===== config.mk =====
export PLATFORM = sky130hd
export DESIGN_NAME = seg7_sum_scan
export DESIGN_NICKNAME = d
export VERILOG_FILES = /design/src/rtl/seg7_sum_scan.sv
export SDC_FILE = /design/constraint.sdc
export NUM_CORES = 1
export LEC_CHECK = 0
export BUFFER_PORTS_ARGS = -buffer_cell sky130_fd_sc_hd__buf_2
export CAP_MARGIN = 20
export CORE_MARGIN = 2
export CORE_UTILIZATION = 54
export DETAILED_ROUTE_END_ITERATION = 7
export GPL_TIMING_DRIVEN = 0
export PLACE_DENSITY_LB_ADDON = 0.3
export SYNTH_ARGS = -nofsm -noshare
export SYNTH_HDL_FRONTEND = slang
export SYNTH_SLANG_ARGS = --single-unit

===== constraint.sdc =====
create_clock -name clk -period 2.13 [get_ports clk]
set_clock_uncertainty 0.05 [all_clocks]
set_input_delay 0.426 -clock clk [delete_from_list [all_inputs] [get_ports clk]]
set_output_delay 0.426 -clock clk [all_outputs]
set_load 0.03 [all_outputs]

===== src/rtl/seg7_sum_scan.sv =====
// Purpose: adds two unsigned operands and shows the sum on a multiplexed active-low 7-segment display, hex or decimal.
// Latency: hex result visible one edge after load; decimal result after WIDTH+1 busy cycles of shift-add-3.
// Backpressure: load is accepted only while idle (busy=0); strobes arriving during a conversion are dropped.
module seg7_sum_scan #(
    parameter int WIDTH    = 4,
    parameter int DIGITS   = 4,
    parameter int PRESCALE = 1000
) (
    input  logic              clk,
    input  logic              rst_n,
    input  logic [WIDTH-1:0]  a,
    input  logic [WIDTH-1:0]  b,
    input  logic              load,
    input  logic              dec_mode,
    output logic              busy,
    output logic              overflow,
    output logic [6:0]        seg,
    output logic              dp,
    output logic [DIGITS-1:0] an
);
    localparam int SW = WIDTH + 1;                 // sum width, carry kept
    localparam int DW = DIGITS * 4;                // display register width
    localparam int BW = (DW > SW) ? DW : SW;       // common width for zero-extension
    localparam int CW = $clog2(SW + 1);
    localparam int PW = $clog2(PRESCALE);
    localparam int IW = (DIGITS > 1) ? $clog2(DIGITS) : 1;

    // Largest value representable in DIGITS decimal digits, computed in 64 bits.
    function automatic logic [63:0] dec_max_f(input int n);
        logic [63:0] p;
        p = 64'd1;
        for (int i = 0; i < n; i++) p = p * 64'd10;
        return p - 64'd1;
    endfunction
    localparam logic [63:0] DEC_MAX = dec_max_f(DIGITS);

    typedef enum logic {IDLE, CONV} state_t;

    state_t          state_q, state_d;
    logic [SW-1:0]   bin_q, bin_d;
    logic [DW-1:0]   bcd_q, bcd_d;
    logic [CW-1:0]   cnt_q, cnt_d;
    logic            ovf_pend_q, ovf_pend_d;
    logic [DW-1:0]   disp_q, disp_d;
    logic            dec_q, dec_d;
    logic            ovf_q, ovf_d;
    logic [PW-1:0]   presc_q, presc_d;
    logic [IW-1:0]   idx_q, idx_d;

    logic [SW-1:0]   sum;
    logic [BW-1:0]   sum_ext;
    logic            hex_ovf;
    logic            dec_ovf;
    logic [DW-1:0]   bcd_adj;
    logic [DW-1:0]   bcd_step;
    logic [3:0]      nib;
    logic            nz_above;

    assign sum     = SW'(a) + SW'(b);
    assign sum_ext = BW'(sum);
    // Hex can only overflow if the display is narrower than the sum; zero for legal parameters.
    assign hex_ovf = |(sum_ext >> DW);
    assign dec_ovf = 64'(sum) > DEC_MAX;

    // One shift-add-3 step: bump every BCD digit >= 5, then shift in the next binary bit.
    always_comb begin
        bcd_adj = bcd_q;
        for (int i = 0; i < DIGITS; i++) begin
            if (bcd_q[i*4 +: 4] >= 4'd5) bcd_adj[i*4 +: 4] = bcd_q[i*4 +: 4] + 4'd3;
        end
        bcd_step = {bcd_adj[DW-2:0], bin_q[SW-1]};
    end

    // Load/convert FSM: hex loads commit at once, decimal loads run the conversion then commit atomically.
    always_comb begin
        state_d    = state_q;
        bin_d      = bin_q;
        bcd_d      = bcd_q;
        cnt_d      = cnt_q;
        ovf_pend_d = ovf_pend_q;
        disp_d     = disp_q;
        dec_d      = dec_q;
        ovf_d      = ovf_q;
        case (state_q)
            IDLE: begin
                if (load) begin
                    if (dec_mode) begin
                        state_d    = CONV;
                        bin_d      = sum;
                        bcd_d      = '0;
                        cnt_d      = '0;
                        ovf_pend_d = dec_ovf;
                    end else begin
                        disp_d = sum_ext[DW-1:0];
                        dec_d  = 1'b0;
                        ovf_d  = hex_ovf;
                    end
                end
            end
            CONV: begin
                bin_d = bin_q << 1;
                bcd_d = bcd_step;
                cnt_d = cnt_q + CW'(1);
                if (cnt_q == CW'(WIDTH)) begin
                    state_d = IDLE;
                    disp_d  = bcd_step;
                    dec_d   = 1'b1;
                    ovf_d   = ovf_pend_q;
                end
            end
            default: state_d = IDLE;
        endcase
    end

    // Digit scan: hold each digit for PRESCALE cycles, then step the index with wrap.
    always_comb begin
        presc_d = presc_q + PW'(1);
        idx_d   = idx_q;
        if (presc_q == PW'(PRESCALE - 1)) begin
            presc_d = '0;
            idx_d   = (idx_q == IW'(DIGITS - 1)) ? '0 : idx_q + IW'(1);
        end
    end

    // State and display registers; reset aborts any conversion without touching the display beyond its reset value.
    always_ff @(posedge clk or negedge rst_n) begin
        if (!rst_n) begin
            state_q    <= IDLE;
            bin_q      <= '0;
            bcd_q      <= '0;
            cnt_q      <= '0;
            ovf_pend_q <= 1'b0;
            disp_q     <= '0;
            dec_q      <= 1'b0;
            ovf_q      <= 1'b0;
            presc_q    <= '0;
            idx_q      <= '0;
        end else begin
            state_q    <= state_d;
            bin_q      <= bin_d;
            bcd_q      <= bcd_d;
            cnt_q      <= cnt_d;
            ovf_pend_q <= ovf_pend_d;
            disp_q     <= disp_d;
            dec_q      <= dec_d;
            ovf_q      <= ovf_d;
            presc_q    <= presc_d;
            idx_q      <= idx_d;
        end
    end

    // Segment decode of the selected digit with leading-zero blanking and overflow dashes.
    always_comb begin
        nib      = disp_q[int'(idx_q)*4 +: 4];
        nz_above = 1'b0;
        for (int i = 0; i < DIGITS; i++) begin
            if (i >= int'(idx_q) && disp_q[i*4 +: 4] != 4'd0) nz_above = 1'b1;
        end
        case (nib)
            4'h0: seg = 7'h40;
            4'h1: seg = 7'h79;
            4'h2: seg = 7'h24;
            4'h3: seg = 7'h30;
            4'h4: seg = 7'h19;
            4'h5: seg = 7'h12;
            4'h6: seg = 7'h02;
            4'h7: seg = 7'h78;
            4'h8: seg = 7'h00;
            4'h9: seg = 7'h10;
            4'hA: seg = 7'h08;
            4'hB: seg = 7'h03;
            4'hC: seg = 7'h46;
            4'hD: seg = 7'h21;
            4'hE: seg = 7'h06;
            default: seg = 7'h0E;
        endcase
        if (idx_q != '0 && !nz_above) seg = 7'h7F;
        if (ovf_q) seg = 7'h3F;
    end

    assign an       = ~(DIGITS'(1) << idx_q);
    assign dp       = ~(dec_q && (idx_q == IW'(DIGITS - 1)));
    assign busy     = (state_q == CONV);
    assign overflow = ovf_q;

endmodule


==> results.py <==
metrics = {
    "outcome": {
        "status": "finished with violations",
        "violations": "setup timing",
    },
    "global_routing": {
        "grt_pass1_wl_um": 11550,
        "overflow": 0,
        "antenna_found_initial": 0,
        "grt_pass1_vias": 2539,
        "grt_max_degree": 35,
        "groute.usage.overall_pct": 22.53,
    },
    "detailed_routing": {
        "post-route-drc-count": 0,
        "drtIter0Drc": 58,
        "wire_per_inst_um": 14.26,
        "vias": 2602,
        "drtPass1Iterations": 4,
        "routed_wl_um": 6761,
        "vias_per_cell": 5.489,
        "final_antenna_net_count": 0,
    },
    "yosys": {
        "yosys_register_bits": 54,
        "synth_common_cells": "nand2_1, dfrtp_1, o21ai_0",
        "synth.most_common_cell": "nand2_1",
        "synthesis.instances": 353,
        "yosys_warnings": 0,
        "ys_seq_area_share_pct": 40.99,
        "async_reset_ff_share_pct": 100.0,
        "syn-cell-area_um2": 3297,
        "yosysTopAreaCell": "dfrtp_1",
        "synth_edf_count": 0,
        "ys.flop_type": "dfrtp_1",
        "syn_nets": 392,
        "avgSynthCellArea_um2": 9.340,
        "post_synth_num_cell_types": 47,
        "synth_area_leaders": "dfrtp_1, ha_1, nand2_1",
        "synth_top_area_share_pct": 40.99,
    },
    "setup_path": {
        "critPathKind": "reg -> out",
        "start_kind": "flop",
        "cp-endpoint": "seg[3]",
        "crit_required_ps": 1650,
        "rrSetupSlack_ps": 240,
        "rr_worst_depth": 7,
        "crit_arrival_ps": 2320,
        "endpoint_kind": "primary output",
        "r2r_end": "idx_q[1]$_DFFE_PN0N_",
        "crit_fanout": 4,
        "r2r_start": "presc_q[0]$_DFF_PN0_",
        "worstSetupStartpoint": "idx_q[0]$_DFFE_PN0N_",
    },
    "floorplan": {
        "die_area_um2": 6746,
        "std_cell_rows": 28,
        "fp.coreArea_um2": 5921,
        "pin_count": 26,
        "die_y_um": 82.14,
        "start_util_pct": 55.68,
        "fp.dieW_um": 82.14,
    },
    "timing": {
        "fin_crit_sh_pct": 131.4,
        "slew_viol_final": 0,
        "fmaxAchievable_mhz": 357.2,
        "relSlewSlack_pct": 63.17,
        "worst_slack_ps": -669.3,
        "finalHoldViolCount": 0,
        "period_needed_ps": 2799,
        "setup_viol": 7,
        "rsz0062_at_grt": "true",
        "hold_ws_ps": 10.18,
        "tightest_slew_ps": 552.4,
    },
    "finish": {
        "num_antenna_cells": 0,
        "final_cells": 474,
        "drive_above_1_share_pct": 21.55,
        "final_area_um2": 3859,
        "nNetsFinal": 437,
        "syn2layout_area_growth_pct": 17.04,
    },
    "place": {
        "port_buffers": 24,
        "routabilityCongestion": 0.8146,
        "dp_slack_ps": -450.7,
        "placed_cells": 453,
        "dpl.hpwl_um": 4975,
        "place_area_um2": 3595,
    },
    "pwr": {
        "p_per_area_nw_per_um2": 1345,
        "p_leak_nw": 1.864,
        "p_int_mw": 2.890,
        "p_sw_share_pct": 44.31,
        "p_comb_share_pct": 55.8,
        "p_clk_share_pct": 11.6,
        "pwr-share-seq_pct": 32.7,
        "vdd_drop_max_mv": 1.134,
        "p_sw_mw": 2.300,
    },
    "clocking": {
        "ctsHoldBuffers": 0,
        "cts_made_buffers": 5,
        "cts_tree": "yes",
        "clk_latency_ps": 310,
        "clkTransAtPathRegs_ps": 110,
        "clock_sinks": 54,
        "clock_path_buffers": 2,
        "cts-htree-levels": 2,
        "cts_root_buf": "clkbuf_8",
    },
    "job": {
        "max_cap_viol_count": 0,
    },
    "min_path": {
        "hold_path.class": "in -> async",
    },
}
## metal layers
metal / vias up / wire (um) / track usage (%)
li1: 1284 / - / -
met1: 1264 / 3069 / 28.62
met2: 46 / 3383 / 40.08
met3: 8 / 228 / 3.804
met4: 0 / 78 / 5.500
met5: - / 0 / 0
## cell families (layout without fill, tap and decap cells)
family	after synthesis	after routing	synth area share, %
buffers and inverters	37	83	4.592
flip-flops	54	54	40.99
other	1	1	0.1137
adder cells (fa/ha/maj)	27	27	10.47
multiplexers	19	19	7.590
AO/OA/AOI/OAI	70	70	13.21
XOR/XNOR	21	21	5.579
AND/OR/NAND/NOR	124	124	17.46
## worst min path at each step
stage | from | endpoint | slack [ps] | cells past startpoint
after floorplan | rst_n | bcd_q[0]$_DFFE_PN0P_ | 80 | 0
after global placement | presc_q[0]$_DFF_PN0_ | presc_q[0]$_DFF_PN0_ | 400 | 1
after detailed placement | rst_n | idx_q[0]$_DFFE_PN0N_ | 380 | 1
after CTS | rst_n | idx_q[0]$_DFFE_PN0N_ | 20 | 1
after global routing | rst_n | idx_q[0]$_DFFE_PN0N_ | 30 | 1
final | rst_n | idx_q[0]$_DFFE_PN0N_ | 10 | 1
## cells in the final DEF (no fill, tap or decap), drive strengths merged, types with 3 or more instances in the layout
cell type and instances:
mux4 4, nand2b 7, o21ai 27, a21oi 17
a21o 10, inv 26, nor4 4, nand3 9
xor2 11, mux2 8, mux2i 7, clkbuf 14
a31oi 3, buf 41, o211a 3, nor2b 3
xnor2 10, nand2 67, dfrtp 54, ha 26
nor2 24
## stage by stage
stage	util (%)	power (mW)	TNS, ps
floorplan	-	3.679	-921.5
global placement	60.38	4.200	-2204
detailed placement	60.71	4.311	-2502
CTS	64.39	5.163	-4053
global route	65.17	5.620	-4886
finish	65.17	5.190	-4253
## state kept, by name (all words and copies together), names as in the netlist
| register | cells |
|---|---|
| cnt_q | 3 |
| presc_q | 10 |
| idx_q | 2 |
| dec_q | 1 |
| bcd_q | 16 |
| bin_q | 5 |
| disp_q | 16 |
| busy | 1 |
## repair_timing
item                       4_1_cts  5_1_grt
resized for setup               15        4
setup endpoints to repair        7       15
hold endpoints to repair         0        0
pin swaps                        3        3
setup buffers                    9        4
## critical path, stage by stage (launching register included)
cell and delay (ps):
dfrtp_1 380, buf_6 130, mux4_2 580, inv_4 130
ha_4 150, nor2_2 40, a211o_1 250, a21o_4 210
buf_6 130
## cell type report
type                            count  area [um^2]
Multi-Input combinational cell    262         1893
Clock buffer                        5        68.82
Inverter                           25        98.84
Buffer                             12        57.56
Tap cell                           75        93.84
Sequential cell                    54         1353
Clock inverter                      3        28.78
Fill cell                         473         2062
Timing Repair Buffer               38        265.3
## power groups by stage
stage	Sequential, mW	Clock (mW)	Combinational [mW]
after floorplan	1.62	0	2.05
after global placement	1.69	0	2.51
after detailed placement	1.71	0	2.60
after CTS	1.69	0.618	2.86
after global routing	1.74	0.658	3.22
final	1.70	0.601	2.89
Note: power is estimated with default switching activity, not from simulation.
